### src/rtl/l1_clreq_pkg.sv
// Shared constants and stream-id mapping helpers for the L1 refill request scheduler.
// Streams are statically partitioned: stream sid belongs to channel sid/sps with local id sid%sps.
package l1_clreq_pkg;

    localparam int NSTRMS_DEF   = 64;
    localparam int CHANNELS_DEF = 4;
    localparam int OUTST_DEF    = 4;

    function automatic int sid2chan(input int sid, input int sps);
        return sid / sps;
    endfunction

    function automatic int sid2lsid(input int sid, input int sps);
        return sid % sps;
    endfunction

    function automatic int mk_sid(input int chan, input int lsid, input int sps);
        return chan * sps + lsid;
    endfunction

endpackage

### src/rtl/l1_clreq_chan.sv
// One scheduler channel: round-robin arbiter, registered tile request, in-order tag FIFO
// and credit counter. Optional orphan-response detection with L1_CLREQ_SCHED_ERRCHK_EN.
module l1_clreq_chan
    import l1_clreq_pkg::*;
#(
    parameter int SPS    = 16,
    parameter int LSID_W = 4,
    parameter int OUTST  = 4,
    parameter int CNT_W  = 3
)(
    input  logic              clk,
    input  logic              reset,
    input  logic [SPS-1:0]    i_req_v,
    output logic [SPS-1:0]    o_req_r,
    output logic [SPS-1:0]    o_rsp_v,
    input  logic [SPS-1:0]    i_rsp_r,
    output logic              o_tile_req_v,
    input  logic              i_tile_req_r,
    output logic [LSID_W-1:0] o_tile_req_lsid,
    input  logic              i_tile_rsp_v,
    output logic              o_tile_rsp_r
`ifdef L1_CLREQ_SCHED_ERRCHK_EN
    ,
    output logic              o_err
`endif
);

    localparam int AW    = $clog2(OUTST);
    localparam int PTR_W = AW + 1;

    logic [LSID_W-1:0] r_rr;
    logic              r_v;
    logic [LSID_W-1:0] r_lsid;
    logic [LSID_W-1:0] r_tag [OUTST];
    logic [PTR_W-1:0]  r_wp;
    logic [PTR_W-1:0]  r_rp;
    logic [CNT_W-1:0]  r_cnt;

    logic              w_found;
    logic [LSID_W-1:0] w_gnt;
    logic              w_can_load;
    logic              w_can_acc;
    logic              w_acc;
    logic              w_empty;
    logic [LSID_W-1:0] w_head;
    logic              w_pop;

    // Local id a+k, wrapping at SPS (SPS need not be a power of two).
    function automatic logic [LSID_W-1:0] lsidAdd(input logic [LSID_W-1:0] a, input int k);
        int t;
        t = int'(a) + k;
        if (t >= SPS) t = t - SPS;
        return LSID_W'(t);
    endfunction

    assign w_can_load = !r_v || i_tile_req_r;
    assign w_can_acc  = w_can_load && (r_cnt < CNT_W'(OUTST));
    assign w_acc      = w_can_acc && w_found;
    assign w_empty    = (r_wp == r_rp);
    assign w_head     = r_tag[r_rp[AW-1:0]];
    assign w_pop      = i_tile_rsp_v && !w_empty && i_rsp_r[w_head];

    assign o_tile_req_v    = r_v;
    assign o_tile_req_lsid = r_lsid;

    // Round-robin search starting at rr for the first requesting local stream.
    always_comb begin
        w_found = 1'b0;
        w_gnt   = '0;
        for (int k = 0; k < SPS; k++) begin
            if (!w_found && i_req_v[lsidAdd(r_rr, k)]) begin
                w_found = 1'b1;
                w_gnt   = lsidAdd(r_rr, k);
            end
        end
    end

    // Only the granted stream sees ready, and only when a credit and the output slot are free.
    always_comb begin
        o_req_r = '0;
        if (w_acc) o_req_r[w_gnt] = 1'b1;
    end

    // Route the tile response to the stream at the FIFO head; valid never looks at ready.
    always_comb begin
        o_rsp_v = '0;
        if (i_tile_rsp_v && !w_empty) o_rsp_v[w_head] = 1'b1;
    end

    // Tile response ready: follow the owning stream, or swallow orphans when checking is on.
    always_comb begin
`ifdef L1_CLREQ_SCHED_ERRCHK_EN
        o_tile_rsp_r = w_empty ? i_tile_rsp_v : i_rsp_r[w_head];
`else
        o_tile_rsp_r = !w_empty && i_rsp_r[w_head];
`endif
    end

    // Output register and round-robin pointer; the slot empties on handshake without refill.
    always_ff @(posedge clk) begin
        if (!reset) begin
            r_v    <= 1'b0;
            r_lsid <= '0;
            r_rr   <= '0;
        end else if (w_acc) begin
            r_v    <= 1'b1;
            r_lsid <= w_gnt;
            r_rr   <= lsidAdd(w_gnt, 1);
        end else if (i_tile_req_r) begin
            r_v    <= 1'b0;
            r_lsid <= '0;
        end
    end

    // Tag storage holds issuing lsids in order; contents are qualified by the pointers.
    always_ff @(posedge clk) begin
        if (w_acc) r_tag[r_wp[AW-1:0]] <= w_gnt;
    end

    // FIFO pointers carry an extra wrap bit so full and empty are distinguishable.
    always_ff @(posedge clk) begin
        if (!reset) begin
            r_wp <= '0;
            r_rp <= '0;
        end else begin
            if (w_acc) r_wp <= r_wp + PTR_W'(1);
            if (w_pop) r_rp <= r_rp + PTR_W'(1);
        end
    end

    // Credit counter: accept adds, response handshake removes, both together cancel.
    always_ff @(posedge clk) begin
        if (!reset) begin
            r_cnt <= '0;
        end else begin
            case ({w_acc, w_pop})
                2'b10:   r_cnt <= r_cnt + CNT_W'(1);
                2'b01:   r_cnt <= r_cnt - CNT_W'(1);
                default: r_cnt <= r_cnt;
            endcase
        end
    end

`ifdef L1_CLREQ_SCHED_ERRCHK_EN
    logic r_err;

    // Sticky flag for a tile response arriving with nothing outstanding.
    always_ff @(posedge clk) begin
        if (!reset) r_err <= 1'b0;
        else if (i_tile_rsp_v && w_empty) r_err <= 1'b1;
    end

    assign o_err = r_err;
`endif

endmodule

### src/rtl/l1_clreq_sched.sv
// L1 cache-line refill request scheduler: maps per-stream L2 ports onto per-channel tile ports.
// Optional feature macro: L1_CLREQ_SCHED_ERRCHK_EN adds o_err and consumes orphan responses.
module l1_clreq_sched
    import l1_clreq_pkg::*;
#(
    parameter int nstrms     = NSTRMS_DEF,
    parameter int channels   = CHANNELS_DEF,
    parameter int sps        = nstrms / channels,
    parameter int lsid_width = $clog2(sps),
    parameter int outst      = OUTST_DEF,
    parameter int cnt_width  = $clog2(outst + 1)
)(
    input  logic                         clk,
    input  logic                         reset,
    input  logic [nstrms-1:0]            i_req_v,
    output logic [nstrms-1:0]            i_req_r,
    output logic [nstrms-1:0]            o_rsp_v,
    input  logic [nstrms-1:0]            o_rsp_r,
    output logic [channels-1:0]          o_tile_req_v,
    input  logic [channels-1:0]          o_tile_req_r,
    output logic [channels*lsid_width-1:0] o_tile_req_lsid,
    input  logic [channels-1:0]          i_tile_rsp_v,
    output logic [channels-1:0]          i_tile_rsp_r
`ifdef L1_CLREQ_SCHED_ERRCHK_EN
    ,
    output logic [channels-1:0]          o_err
`endif
);

    for (genvar c = 0; c < channels; c++) begin : g_chan
        localparam int BASE = mk_sid(c, 0, sps);

        l1_clreq_chan #(
            .SPS    (sps),
            .LSID_W (lsid_width),
            .OUTST  (outst),
            .CNT_W  (cnt_width)
        ) u_chan (
            .clk             (clk),
            .reset           (reset),
            .i_req_v         (i_req_v[BASE +: sps]),
            .o_req_r         (i_req_r[BASE +: sps]),
            .o_rsp_v         (o_rsp_v[BASE +: sps]),
            .i_rsp_r         (o_rsp_r[BASE +: sps]),
            .o_tile_req_v    (o_tile_req_v[c]),
            .i_tile_req_r    (o_tile_req_r[c]),
            .o_tile_req_lsid (o_tile_req_lsid[c*lsid_width +: lsid_width]),
            .i_tile_rsp_v    (i_tile_rsp_v[c]),
            .o_tile_rsp_r    (i_tile_rsp_r[c])
`ifdef L1_CLREQ_SCHED_ERRCHK_EN
            ,
            .o_err           (o_err[c])
`endif
        );
    end

endmodule
### config.mk
export PLATFORM = sky130hd
export DESIGN_NAME = l1_clreq_sched
export DESIGN_NICKNAME = d
export VERILOG_FILES = /design/src/rtl/l1_clreq_pkg.sv /design/src/rtl/l1_clreq_chan.sv /design/src/rtl/l1_clreq_sched.sv
export SDC_FILE = /design/constraint.sdc
export NUM_CORES = 1
export LEC_CHECK = 0
export BUFFER_PORTS_ARGS = -buffer_cell sky130_fd_sc_hd__buf_2
export CAP_MARGIN = 10
export CORE_MARGIN = 1
export CORE_UTILIZATION = 64
export DETAILED_ROUTE_END_ITERATION = 6
export PLACE_DENSITY_LB_ADDON = 0.05
export SYNTH_ARGS = -nofsm -noshare
export SYNTH_HDL_FRONTEND = slang
export SYNTH_HIERARCHICAL = 1
export SYNTH_SLANG_ARGS = --single-unit
### constraint.sdc
create_clock -name clk -period 11.03 [get_ports clk]
set_input_delay 2.206 -clock clk [delete_from_list [all_inputs] [get_ports clk]]
set_output_delay 2.206 -clock clk [all_outputs]
set_load 0.005 [all_outputs]
# Yosys cells after proc, flatten, opt, wreduce, memory -nomap -nowiden
# Memory sizes are Yosys's and may differ from the RTL's. A register that Yosys moved wholly into a read port is not among the register bits.
# Cells that the tools add are included.
# classes
muxes	392
n_eq_ne	12
reduce_logical	168
n_lt_le_gt_ge	152
n_addsub	148
# ops
cell	n
$mux W4	140
$lt A4 B5 Y1 const B	72
$ge A5 B5 Y1 const B	64
$bmux W1 S4	68
$sub A4 B1 Y4 const B	68
$add A4 B4 Y5 const B	32
$mux W1	156
$mux W16	8
$logic_and A1 B1 Y1	88
$add A4 B3 Y5 const B	16
$logic_not A1 Y1	68
$add A4 B1 Y5 const B	8
$add A4 B2 Y5 const B	8
$add A3 B1 Y3 const B	12
$demux W1 S4	8
$ge A4 B1 Y1 const B	8
$pmux W3 S2	4
$ge A4 B5 Y1 const B	4
$mux W2	8
$reduce_bool A2 Y1	8
$eq A3 B3 Y1	4
$lt A3 B3 Y1 const B	4
$sub A3 B1 Y3 const B	4
$eq A2 B1 Y1 const B	4
2 further kinds	8
# totals
ff_bits	72
mem_bits_rw	64
inputBits	138
out_inout_bits	152
mem_count	4
word_cells	900
# mem_list
name	words	width	read_ports	rd_clocked_by_memory_dff	write_ports	line	rtl
g_chan[0].u_chan.r_tag	4	4	1	1	1	l1_clreq_chan.sv:34	logic [LSID_W-1:0] r_tag [OUTST];
g_chan[1].u_chan.r_tag	4	4	1	1	1	l1_clreq_chan.sv:34	
g_chan[2].u_chan.r_tag	4	4	1	1	1	l1_clreq_chan.sv:34	
g_chan[3].u_chan.r_tag	4	4	1	1	1	l1_clreq_chan.sv:34	

# Longest topological paths before layout
# Gate-level depths: netlist of run 1.
# depth
word_depth	55
mapped_depth	23
ltp_nobuf	16

# Hierarchy
# The synthesis of run 1 kept the hierarchy.
# modules_own_cells
mod	cells_each	area_per_inst_um2	seq_area_each_um2	n_inst
l1_clreq_chan (g_chan[0].u_chan ...)	524	4689.5	880.8	2
l1_clreq_chan (g_chan[1].u_chan)	538	4850.9	880.8	1
l1_clreq_chan (g_chan[3].u_chan)	472	4625.7	880.8	1

# Least setup slack after synthesis of run 1
# OpenSTA, ideal clock, no wires.
# synth_timing
path_type	in2out
startpoint	input i_req_v[34]
endpoint	output i_req_r[41]
path_stages	15
required_ns	8.824
path_slack_ns	3.471
n_path_buf	2
arrival_ns	5.353
path_cell_list	clkbuf_1 mux4_2 mux2_2 mux2_4 nor3b_4 nand3_2 buf_4 or4_1 o31ai_1 o211ai_1 a31o_2 inv_1 ha_1 nand2_1 nor2b_1
# synth_via
elab_chain_len	53
elab_cells_between_ends	101
cone_classes	order compare: 2; mux: 67; reduce/logical: 32
# synth_lines
element	line	rtl
start: declaration	l1_clreq_sched.sv:15	input logic [nstrms-1:0] i_req_v,
$bmux W1 S4	l1_clreq_chan.sv:71	if (!w_found && i_req_v[lsidAdd(r_rr, k)]) begin
$mux W1 (not written as such)	l1_clreq_chan.sv:71	
$mux W1	l1_clreq_chan.sv:71	
$logic_not A1 Y1	l1_clreq_chan.sv:71	
$logic_and A1 B1 Y1	l1_clreq_chan.sv:71	
$mux W1	l1_clreq_chan.sv:71	
$logic_not A1 Y1	l1_clreq_chan.sv:71	
$logic_and A1 B1 Y1	l1_clreq_chan.sv:71	
[... 38 more ...]	--	
$logic_and A1 B1 Y1	l1_clreq_chan.sv:71	
$mux W4 (*)	l1_clreq_chan.sv:71	
via g_chan[2].u_chan.w_gnt[1]	l1_clreq_chan.sv:40	logic [LSID_W-1:0] w_gnt;
$lt A4 B5 Y1 (not written as such) or $ge A4 B1 Y1 (tied branches)	l1_clreq_chan.sv:81	if (w_acc) o_req_r[w_gnt] = 1'b1;
$logic_and A1 B1 Y1 (not written as such)	l1_clreq_chan.sv:81	
$mux W1 (not written as such)	l1_clreq_chan.sv:81	
$demux W1 S4 (*)	--	
$mux W16 (*)	l1_clreq_chan.sv:81	
end: declaration	l1_clreq_sched.sv:16	output logic [nstrms-1:0] i_req_r,
# Mark *: on every way through the listed nets, which the timed path passes. The rest lies on a longest branch. The select of a mux whose other input is x is not followed.

# Final worst setup path of run 1
# layout_timing
startpoint	register g_chan[1].u_chan.r_rr[1]
endpoint	output i_req_r[27]
# layout_via
elab_chain_len	55
elab_cells_between_ends	164
cone_classes	add/sub: 31; order compare: 18; mux: 83; reduce/logical: 32
# layout_lines
element	line	rtl
start: declaration	l1_clreq_chan.sv:31	logic [LSID_W-1:0] r_rr;
start signal: assignment	l1_clreq_chan.sv:108	r_rr <= lsidAdd(w_gnt, 1);
parallel branches: the longest is 49 deep, another holds $add A4 B1 Y5	--	
$mux W4 (*)	l1_clreq_chan.sv:71	
via g_chan[1].u_chan.w_gnt[1]	l1_clreq_chan.sv:40	
$lt A4 B5 Y1 (not written as such) or $ge A4 B1 Y1 (tied branches)	l1_clreq_chan.sv:81	
$logic_and A1 B1 Y1 (not written as such)	l1_clreq_chan.sv:81	
$mux W1 (not written as such)	l1_clreq_chan.sv:81	
$demux W1 S4 (*)	--	
$mux W16 (*)	l1_clreq_chan.sv:81	
# Mark *: on every way through the listed nets, which the timed path passes. The select of a mux whose other input is x is not followed.

==> out/qor.yml, run 1 <==
clocking:
  cts_resized: 0
  insertion_delay_ps: 420
  clock_sinks: 144
  cts_buffer_depth: 2
  cts_root_buf: "clkbuf_16"
  cts_buffers: 17
  cts.reportedPaths.clkPinSlew_ps: 60
  htree_levels: 4
  cts_hold_buf: 0
  cts_setup_buffers: 0
  cts_tree: "yes"
route:
  routedWlPerCell_um: 21.6
  num_vias: 18316
  ant_nets: 0
  routed_wl_um: 57600
  drt_iter0_drc: 1969
  dr.pass1.iters: 7
  vias_per_cell: 6.89
  drc: 7
timing:
  hold_viol: 0
  setup_viol: 0
  clock_skew_ps: 12.6
  max-slew-margin-rel_pct: 20.7
  max_freq_mhz: 109
  setup_slack_ps: 1830
  finalSetupTns_ps: 0
  fin_crit_sh_pct: 83.4
  rsz0062_at_grt: "false"
  tightest_slew_ps: 1170
  fin_crit_ps: 9200
  slew_viol_final: 0
floorplan:
  io-pin-count: 290
  start_util_pct: 65.3
  fp.dieW_um: 174
  die-area_um2: 30200
  coreArea_um2: 28900
  die_y_um: 174
  std_cell_rows: 62
place:
  place.gp.congestion: 0.991
  dp_slack_ps: 2460
  detailed_place_hpwl_um: 43600
  place_area_um2: 20300
  port_buffers: 289
setup_path:
  end_kind: "output port"
  worstSetupStartpointType: "flop"
  cp_max_fo: 38
  arrival_ps: 6990
  timing_worst_setup_path_type: "flop to output port"
  worstPathRequired_ps: 8820
flow_run:
  drv_cap: 0
yosys:
  syn_area_um2: 18900
  netlist.area_leader.share_pct: 16.1
  synthCells: 2058
  synth_top_cell_by_area: "mux4_2"
  yosys_warnings: 6
  synth_edf_count: 64
  ys_seq_area_share_pct: 18.7
  yosys-top-cells-count: "nor2_1, mux2i_1, nand2_1, mux4_2, a21oi_1"
  synth_ff_type: "dfxtp_1"
  ys_ff_latch: 144
  synth.area.top_cells: "mux4_2, edfxtp_1, mux2i_1, dfxtp_1, ha_1"
  yosysMostFrequentCell: "nor2_1"
  synth_nets: 2268
  async_flop_share_pct: 0
  post_synth.cell_area_avg_um2: 9.16
  synth_cell_type_count: 116
cells_and_area:
  syn2layout_area_growth_pct: 10.7
  final_area_um2: 20900
  final_layout_size_suffix_gt1_share_pct: 26.6
  nets: 2471
power_and_ir_drop:
  power.leakage_nw: 8.25
  cellPowerDensity_nw_per_um2: 373
  ir_worst_vdd_v: 0.000206
status:
  outcome: "complete, but fails checks"
  violations: "design-rule violations"
global_routing:
  globalRoute.totalOverflow: 0
  grt_max_degree: 48
  antenna_found_initial: 3
  grt_pass1_vias: 16881
  grt_pass1_wl_um: 90500
  track_usage_pct: 37.0
min_path:
  worstHoldPathType: "flop to flop"
[sequential cells by signal (all words and copies together) (netlist names), named ones only]
name	cells
g_chan.u_chan/r_tag	64
g_chan.u_chan/o_tile_req_lsid	16
g_chan.u_chan/r_rr	16
g_chan.u_chan/r_cnt	12
g_chan.u_chan/r_rp	12
g_chan.u_chan/r_wp	12
g_chan.u_chan/o_tile_req_v	4
[critical path, cell delays in order (launching register included)]
cell and delay [ps]:
dfxtp_2 1010, clkinv_1 780, ha_1 670, buf_4 440, mux4_2 400, mux2_2 300
mux2i_1 670, nand2b_4 100, nor4_4 320, nand3_1 150, a2111oi_0 450, nor2_1 100
a21oi_2 320, inv_1 210, ha_1 290, nand2_1 140, nor2b_1 80, buf_2 130
[power breakdown]
group          internal [W]  switching (W)  total [W]
Combinational       0.00242        0.00381    0.00623
Clock              0.000333       0.000241   0.000574
Sequential         0.000848       0.000124   0.000972
[per-layer routing]
metal | GRT usage, % | routed length (um)
met1 | 48.4 | 22800
met2 | 61.0 | 27300
met3 | 5.37 | 5110
met4 | 16.0 | 2340
met5 | 0 | 16
[cell type report]
type,count,area (um^2)
diodes,2,5.00
repair buffers,309,1600
inverters,72,273
multi-input cells,1717,14400
clock buffers,21,504
well taps,384,480
clock inverters,11,90.1
flip-flops and latches,144,3530
fillers,2266,7980
[through the flow]
| step | instances | total power, W | util (%) | hold WS (ps) |
|---|---|---|---|---|
| floorplan | 2058 | 0.00560 | - | 459 |
| global placement | 2626 | 0.00691 | 70.3 | 455 |
| global route | 2660 | 0.00829 | 72.4 | 519 |
| finish | 2660 | 0.00778 | 72.4 | 493 |
| CTS | 2658 | 0.00763 | 72.3 | 496 |
| detailed placement | 2626 | 0.00702 | 70.3 | 475 |
[path summary, 6_finish.rpt]
check                                              start                                endpoint  slack (ps)  depth (start not counted)
setup / recovery   g_chan[1].u_chan/r_rr[1]$_SDFFE_PN0P_                             i_req_r[27]        1830                         17
hold / removal    g_chan[0].u_chan/r_cnt[1]$_SDFFE_PN0P_  g_chan[0].u_chan/r_cnt[1]$_SDFFE_PN0P_         490                          2
setup reg to reg   g_chan[1].u_chan/r_rr[1]$_SDFFE_PN0P_  g_chan[1].u_chan/r_cnt[2]$_SDFFE_PN0P_        3890                         17
hold reg to reg   g_chan[0].u_chan/r_cnt[1]$_SDFFE_PN0P_  g_chan[0].u_chan/r_cnt[1]$_SDFFE_PN0P_         490                          2
[logic make-up (layout without fill, tap and decap cells)]
family / count (synthesis) / count (layout) / synth area share, %
AOI/OAI and AO/OA: 406 / 406 / 15.2
xor gates and xnor gates: 92 / 92 / 4.39
adders and majority gates: 72 / 72 / 4.94
buffers and inverters: 197 / 413 / 4.99
DFF: 144 / 144 / 18.7
muxes: 392 / 392 / 30.9
other: 0 / 2 / 0
and+or+nand+nor: 755 / 755 / 20.9
[cells in the final DEF (no fill, tap or decap), types with 31 or more instances in the layout]
master,count
a21oi_1,98
and2_1,43
buf_2,289
dfxtp_1,77
edfxtp_1,64
ha_1,68
inv_1,56
mux2_1,39
mux2_2,45
mux2i_1,162
mux4_2,135
nand2_1,153
nand2b_1,31
nand3_1,55
nor2_1,221
nor2b_1,56
nor3_1,39
o21ai_0,48
xnor2_1,65
No activity file was read; power rests on OpenSTA's default activity.
==> run 2, diff against run 1 <==
- CORE_UTILIZATION: 64 -> 54
- clock period: 11.03 -> 7.9 ns (I/O delays scaled with it)
==> out/qor.yml, run 2 (synthesis gave the netlist of run 1 again) <==
timing:
  max_freq_mhz: 133
  hold_viol: 0  # unchanged
  max-slew-margin-rel_pct: 29.0  # +8.3 points
  fin_crit_sh_pct: 95.4
  slew_viol_final: 0  # unchanged
  tightest_slew_ps: 1050  # -123 ps
  clock_skew_ps: 11.0  # -1.60 ps
  setup_viol: 0  # unchanged
  fin_crit_ps: 7540
  rsz0062_at_grt: "false"
  finalSetupTns_ps: 0  # unchanged
cells_and_area:
  final_cell_mix: "buf_2, nor2_1, mux2i_1"
  final_layout_size_suffix_gt1_share_pct: 27.3  # +0.66 points
  syn2layout_area_growth_pct: 11.8
  largest_register_ffs: 64  # unchanged
  nets: 2489  # +0.73%
  final_common_cell: "buf_2"
route:
  vias_per_cell: 6.52  # -5.4%
  routedWlPerCell_um: 21.3  # -1.5%
  drc: 0  # -7
  ant_nets: 0  # unchanged
  dr.pass1.iters: 7  # unchanged
  routed_wl_um: 58600  # +1.8%
  drt_iter0_drc: 1494  # -24%
  num_vias: 17909  # -2.2%
floorplan:
  fp.dieW_um: 189  # +8.8%
  start_util_pct: 54.7  # -11 points
  die_y_um: 189  # +8.8%
  coreArea_um2: 34500  # +19%
  die-area_um2: 35700  # +18%
  io-pin-count: 290  # unchanged
  std_cell_rows: 68  # +9.7%
clocking:
  cts_buffers: 17  # unchanged
  htree_levels: 4  # unchanged
  cts_root_buf: "clkbuf_16"
  cts_setup_buffers: 0  # unchanged
  cts_tree: "yes"
  cts_hold_buf: 0  # unchanged
  cts_resized: 0  # unchanged
  clock_sinks: 144  # unchanged
  cts.reportedPaths.clkPinSlew_ps: 60  # about the same
  insertion_delay_ps: 440  # +20 ps
  cts_buffer_depth: 2  # unchanged
global_routing:
  globalRouteMet1Util_pct: 43.3  # -5.1 points
  use_met3_pct: 5.86  # +0.48 points
  top_usage_layer: "met2"
  antenna_found_initial: 2  # -1
  track_usage_pct: 32.5  # -4.5 points
  grt_pass1_wl_um: 92800  # +2.6%
  globalRoute.totalOverflow: 0  # unchanged
  grt_pass1_vias: 16800  # -0.48%
  grt_max_degree: 47  # -2.1%
  met2_usage_pct: 53.3  # -7.6 points
power_and_ir_drop:
  cellPowerDensity_nw_per_um2: 518  # +39%
  p_total_w: 0.0109  # +40%
  ir_worst_vdd_v: 0.000241  # +17%
  power.leakage_nw: 8.32  # +0.88%
setup_path:
  cp_max_fo: 19  # -50%
  startpoint: "g_chan[1].u_chan/r_rr[1]$_SDFFE_PN0P_"
  arrival_ps: 5960  # -1030 ps
  timing.rr.start: "g_chan[1].u_chan/r_rr[1]$_SDFFE_PN0P_"
  timing_worst_setup_path_type: "flop to output port"
  worstSetupStartpointType: "flop"
  end_kind: "output port"
  worstPathRequired_ps: 6320  # -2500 ps
flow_run:
  drv_cap: 0  # unchanged
status:
  outcome: "complete, no violations"
place:
  detailed_place_hpwl_um: 45000  # +3.3%
  port_buffers: 289  # unchanged
  place.gp.congestion: 0.973  # -1.9%
min_path:
  holdCritStartpoint: "g_chan[1].u_chan/o_tile_req_lsid[0]$_SDFFE_PN0P_"
  worstHoldPathType: "flop to flop"
-- run 2: layout make-up --
type                       instances  area, um^2
antenna                            1        2.50
clock buffer                      17         425
clock inverter                    15         143
fill                            3006       13400
inverter                          72         273
multi-input combinational       1717       14400
sequential                       144        3530
tap                              455         569
timing repair buffer             327        1730
-- run 2: path summary, 6_finish.rpt --
check,to,slack (ps),cells past startpoint
max reg2reg,g_chan[1].u_chan/r_cnt[2]$_SDFFE_PN0P_,1940,17
min reg2reg,g_chan[1].u_chan/o_tile_req_lsid[0]$_SDFFE_PN0P_,480,2
min,g_chan[1].u_chan/o_tile_req_lsid[0]$_SDFFE_PN0P_,480,2
max,i_req_r[23],360,16
-- run 2: critical path, stage by stage (launching register included) --
cell	delay (ps)
dfxtp_2	330
clkinv_1	410
ha_1	1030
mux4_2	410
mux2_2	320
a211o_1	450
nand2b_4	210
nor4_4	330
nand3_1	150
a2111oi_0	570
nor2_1	110
a21oi_2	330
inv_1	220
ha_1	300
nand2_1	150
nor2_1	70
buf_2	120
-- run 2: layer usage --
| layer | part of all wire (%) | routed length (um) | vias up |
|---|---|---|---|
| met5 | 0.029 | 17 | - |
| met4 | 3.0 | 1770 | 2 |
| met3 | 7.9 | 4630 | 119 |
| met2 | 47 | 27500 | 909 |
| met1 | 42 | 24700 | 8642 |
| li1 | - | - | 8237 |
-- run 2: stage by stage --
stage	hold slack, ps	util (%)	worst slack [ps]	cell area (um^2)	std cells
global placement	457	59.5	870	20500	2715
detailed placement	469	59.5	817	20500	2715
global route	513	61.2	50.6	21100	2748
finish	478	61.2	365	21100	2748
CTS	478	61.2	453	21100	2747
floorplan	459	-	1590	18900	2058
-- run 2: power by group --
group          total, W  internal [W]  leakage (nW)  switching, W
Sequential      0.00133       0.00118          1.26      0.000149
Combinational   0.00880       0.00346          6.79       0.00535
Clock          0.000772      0.000418         0.276      0.000354
Total            0.0109       0.00506          8.32       0.00585
